## src/rtl/mux_arb_reg.sv

```systemverilog
// -----------------------------------------------------------------------------
// mux_arb_reg
//   Parametrised NUM_IN-input, WIDTH-bit registered channel selector with
//   per-input valid/ready handshakes and one output register stage.
//   The winning channel is picked in one of two ways:
//     mode = 0 : fixed select, using the channel index on sel
//     mode = 1 : round-robin, scanning from the channel after the last winner
//
// Ports
//   clk        in   1             rising-edge clock
//   rst        in   1             asynchronous reset, active-high
//   in_data    in   NUM_IN*WIDTH  channel i = in_data[i*WIDTH +: WIDTH]
//   in_valid   in   NUM_IN        channel i offers a word
//   in_ready   out  NUM_IN        channel i word accepted this cycle (one-hot/zero)
//   mode       in   1             0 = fixed select, 1 = round-robin
//   sel        in   SEL_W         channel index used in mode 0
//   out_data   out  WIDTH         registered selected word
//   out_src    out  SEL_W         channel index that out_data came from
//   out_valid  out  1             out_data/out_src hold an undelivered word
//   out_ready  in   1             consumer accepts the word this cycle
//   xfer_count out  32            delivered-word counter (MUX_ARB_STATS_EN only)
//
// Build option
//   MUX_ARB_STATS_EN : when defined, adds xfer_count, which counts every
//                      cycle with out_valid && out_ready and wraps at 2^32.
// -----------------------------------------------------------------------------
module mux_arb_reg #(
    parameter int WIDTH  = 32,
    parameter int NUM_IN = 8,
    parameter int SEL_W  = 3
) (
    input  logic                    clk,
    input  logic                    rst,
    input  logic [NUM_IN*WIDTH-1:0] in_data,
    input  logic [NUM_IN-1:0]       in_valid,
    output logic [NUM_IN-1:0]       in_ready,
    input  logic                    mode,
    input  logic [SEL_W-1:0]        sel,
    output logic [WIDTH-1:0]        out_data,
    output logic [SEL_W-1:0]        out_src,
    output logic                    out_valid,
    input  logic                    out_ready
`ifdef MUX_ARB_STATS_EN
    ,
    output logic [31:0]             xfer_count
`endif
);

    logic [WIDTH-1:0] out_data_reg;
    logic [SEL_W-1:0] out_src_reg;
    logic             out_valid_reg;
    logic [SEL_W-1:0] rr_ptr_reg;

    logic             load_en;
    logic             grant;
    logic [SEL_W-1:0] winner;
    logic [WIDTH-1:0] win_data;
    int               rr_idx;

    logic [WIDTH-1:0] ch_data [NUM_IN];

    generate
        for (genvar gi = 0; gi < NUM_IN; gi++) begin : g_ch
            assign ch_data[gi]  = in_data[gi*WIDTH +: WIDTH];
            assign in_ready[gi] = load_en && grant && (winner == SEL_W'(gi));
        end
    endgenerate

    // The stage can take a new word when empty or when its current word
    // leaves on this same edge.
    assign load_en = !out_valid_reg || out_ready;

    // Winner selection. Comparing sel against every legal index (rather
    // than indexing in_valid with sel) makes sel >= NUM_IN a clean no-grant.
    always_comb begin
        grant  = 1'b0;
        winner = '0;
        rr_idx = 0;
        if (!mode) begin
            for (int i = 0; i < NUM_IN; i++) begin
                if (sel == SEL_W'(i) && in_valid[i]) begin
                    grant  = 1'b1;
                    winner = sel;
                end
            end
        end else begin
            // Scan rr_ptr+1 .. rr_ptr+NUM_IN, wrapping mod NUM_IN (not 2^SEL_W)
            for (int k = 1; k <= NUM_IN; k++) begin
                rr_idx = (int'(rr_ptr_reg) + k) % NUM_IN;
                if (!grant && in_valid[rr_idx]) begin
                    grant  = 1'b1;
                    winner = SEL_W'(rr_idx);
                end
            end
        end
    end

    always_comb begin
        win_data = '0;
        for (int i = 0; i < NUM_IN; i++) begin
            if (winner == SEL_W'(i)) begin
                win_data = ch_data[i];
            end
        end
    end

    always_ff @(posedge clk or posedge rst) begin
        if (rst) begin
            out_data_reg  <= '0;
            out_src_reg   <= '0;
            out_valid_reg <= 1'b0;
            rr_ptr_reg    <= SEL_W'(NUM_IN - 1);
        end else if (load_en) begin
            if (grant) begin
                out_data_reg  <= win_data;
                out_src_reg   <= winner;
                out_valid_reg <= 1'b1;
                if (mode) begin
                    rr_ptr_reg <= winner;
                end
            end else begin
                out_valid_reg <= 1'b0;
            end
        end
    end

    assign out_data  = out_data_reg;
    assign out_src   = out_src_reg;
    assign out_valid = out_valid_reg;

`ifdef MUX_ARB_STATS_EN
    logic [31:0] xfer_count_reg;

    always_ff @(posedge clk or posedge rst) begin
        if (rst) begin
            xfer_count_reg <= '0;
        end else if (out_valid_reg && out_ready) begin
            xfer_count_reg <= xfer_count_reg + 32'd1;
        end
    end

    assign xfer_count = xfer_count_reg;
`endif

endmodule

```

## config.mk

```make
export PLATFORM = sky130hd
export DESIGN_NAME = mux_arb_reg
export DESIGN_NICKNAME = d
export VERILOG_FILES = /design/src/rtl/mux_arb_reg.sv
export SDC_FILE = /design/constraint.sdc
export NUM_CORES = 1
export LEC_CHECK = 0
export CORE_AREA = 2 2 122 124
export DETAILED_ROUTE_END_ITERATION = 6
export DIE_AREA = 0 0 124 126
export DONT_BUFFER_PORTS = 1
export PLACE_DENSITY = 0.55
export SYNTH_ARGS = -nofsm -noshare
export SYNTH_HDL_FRONTEND = slang
export SYNTH_SLANG_ARGS = --single-unit
```

## constraint.sdc

```tcl
create_clock -name clk -period 15.1 [get_ports clk]
set_input_delay 3.02 -clock clk [delete_from_list [all_inputs] [get_ports clk]]
set_output_delay 3.02 -clock clk [all_outputs]
set_load 0.005 [all_outputs]
```

==> results.md <==
- Dominant cell type by area after synthesis: dfrtp_1
- First-pass GRT wire length: ~25 mm
- Largest net degree at the start of global routing: 61
- Post-synth EDFFs: 0
- Via Count: 4370
- Post-layout instance area: 4900 um2
- Worst skew pair latency: about 0.28 ns
- Drt total wl: 17.9 mm
- Peak VDD IR: 0.105 mV
- DPL Wire Length: 14.2 mm
- Lkg Pwr: 1.88 nW
- Fin crit share: about 64%
- Post-CTS resize count: 0
- Mapped Cells: 529
- Syn_area_per_cell: 8.82 um2
- Sequential area share after synthesis: 21.0%
- Nets: 766
- Post-DRT Antenna Nets: 0
- Critical path endpoint category: output pin
- Max incr delay on CP: 0.88 ns
- Die Width: 124 um
- Slew Limit Fails: 0
- Startpoint of the worst hold path: out_data[22]
- Gp weighted congestion: 0.877
- Clock Path Buffers: 2
- CP Launch Type: primary input
- IO buf count: 0
- WP buf/inv: 0
- Wire per inst: 26.4 um
- Drt initial violations: between 300 and 400
- Fmax: 0.103 GHz
- CP startpoint: in_valid[0]
- Cell Area, Synth: ~4700 um2
- RSZ-0062 raised after global routing: no
- Core area: 14300 um2
- Initial Util: 32.6%
- Clk sinks: 39
- Setup repair bufs after CTS: 0
- Synth top cells by count: mux2i_1 (84), nand3_1 (54), nand2_1 (47), dfrtp_1 (36), nor2_1 (25)
- Reg2Reg Launch Point: rr_ptr_reg[0]
- Final hold violations: 0
- Overall routing resource usage: 21.3%
- Power Dens Cells: between 200 and 300 nW/um2
- Dpl cell area: 4720 um2
- DR pass1 iterations: 5
- # IOs: roughly 320
- Fin crit period: 9.71 ns
- Vias per inst: 6.45
- Syn_nets: approximately 800
- Clock buffer count from CTS: 5
- Max FFs per register: 32
- H-tree Lvls: 2
- Final setup TNS: 0 ns
- Share of layout cells above drive strength 1: 15.4%
- Max_slew headroom: around 28%
- Most common cell in the netlist: mux2i_1
- Syn-to-layout area delta: 4.93%
- Remaining DRCs: 0
- Critical Path RT: 12.08 ns
- Synth top area share: 19.3%
- Synth top area cells: dfrtp_1 (19%), mux2i_1 (18%), mux4_2 (9.7%)
- GRT overflow: 0
- Worst Path Max Fanout: 20
- Slowest cell on crit path: a21oi_2
- Worst-path clk slew: 0.06 ns
- Flops & latches, synth: 39
- Clock Skew: between 0.003 and 0.004 ns
- Die H: ~130 um
- Critical Path AT: ~6.7 ns
- Final Setup Violations: 0
- Status: complete, no violations
- CTS tree: built
- Row Count: between 40 and 50
- Die area: 15600 um2
- Vias in the first global route: approximately 4200
- Root buf cell: clkbuf_16
- # diodes: 0
- Yosys cell types: 63
- Dominant delay contributor by cell family on the critical path: simple AND/OR/NAND/NOR gates
- Crit-path cells: mux4_2 > mux2_2 > nor4_4 > nor3b_1 > o311ai_1 > a21oi_2 > nand2_1 > nor2_1
- Slew @ Worst Pin: approximately 1.1 ns
- Yosys warnings: 0
- Crit Path Class: in2out
- Worst hold path type: reg2reg
- Top FF cell, synth: dfrtp_1
- Max_cap viols: 0
- CTS hold repair buffers: 0
- Initial antenna violation count: 0
- Async set-reset flop share out of synthesis: 100%
cells by family (layout without fill, tap and decap cells):
group                    Yosys count  count (layout)  synth area share (%)
XOR/XNOR                           4               4                  1.15
AO/OA/AOI/OAI                    112             112                  17.9
AND/OR/NAND/NOR                  192             192                  20.8
flip-flops                        39              39                  21.0
buffers and inverters             54              19                  5.66
multiplexers                     126             126                  33.0
adder cells (fa/ha/maj)            2               2                 0.536
worst paths after layout:
check,slack (ns),to,cells after the start
max,5.39,in_ready[7],8
min,0.55,out_data[22],1
max reg2reg,9.02,out_data[4],12
min reg2reg,0.55,out_data[22],1
max in group asynchronous,11.73,out_data[28],1
min in group asynchronous,2.81,out_data[17],1
layer usage:
layer / share of wire, % / global-route usage (%) / wire length, um
met1: 41 / 27.3 / 7380
met2: 48 / 36.1 / 8670
met3: 9.2 / 5.80 / 1640
met4: 1.2 / 4.10 / 221
met5: 0 / 0 / 0
cell type report:
cell class,count,area (um2)
Clock inverter,2,35.0
Tap cell,184,230
Fill cell,1458,9420
Inverter,5,18.8
Clock buffer,6,139
Sequential cell,39,980
Timing Repair Buffer,6,45.0
Multi-Input combinational cell,436,3450
stage by stage:
step / hold slack, ns / power, mW / setup slack, ns / instances / utilization [%]
6_report: 0.554 / 1.42 / 5.39 / 678 / 34.2
5_1_grt: 0.568 / 1.53 / 5.20 / 678 / 34.2
4_1_cts: 0.562 / 1.43 / 5.46 / 678 / 34.2
3_5_place_dp: 0.540 / 1.30 / 5.47 / 670 / 33.0
3_3_place_gp: 0.541 / 1.28 / 5.58 / 670 / 33.0
2_1_floorplan: 0.471 / 1.07 / 6.69 / 529 / -
worst reg2reg max path: stages (launching register included):
cell      delay [ns]
dfstp_2         0.88
inv_1           0.20
ha_1            0.74
mux2i_1         0.39
mux2i_1         0.17
o221a_1         0.31
nor4_4          0.62
o211ai_2        0.42
nand2_4         0.71
buf_4           0.76
mux2i_1         0.33
mux2i_1         0.11
a211o_1         0.32
layout by cell type (no fill, tap or decap), types with 5 or more instances in the layout:
| master | count |
|---|---|
| mux2i_1 | 84 |
| nand3_1 | 54 |
| nand2_1 | 47 |
| dfrtp_1 | 36 |
| nor2_1 | 24 |
| or3_1 | 24 |
| o21ai_0 | 23 |
| mux2_2 | 22 |
| mux4_2 | 20 |
| nand4_1 | 19 |
| o211ai_1 | 15 |
| o22ai_1 | 13 |
| a221o_1 | 13 |
| a31oi_1 | 8 |
| a211o_1 | 7 |
| buf_4 | 6 |
| clkbuf_16 | 5 |
power by group:
part / internal [mW] / switching (mW)
registers: 0.161 / 0.0763
clock network: 0.0822 / 0.0423
logic: 0.450 / 0.610
Note: power is estimated with default switching activity, not from simulation.
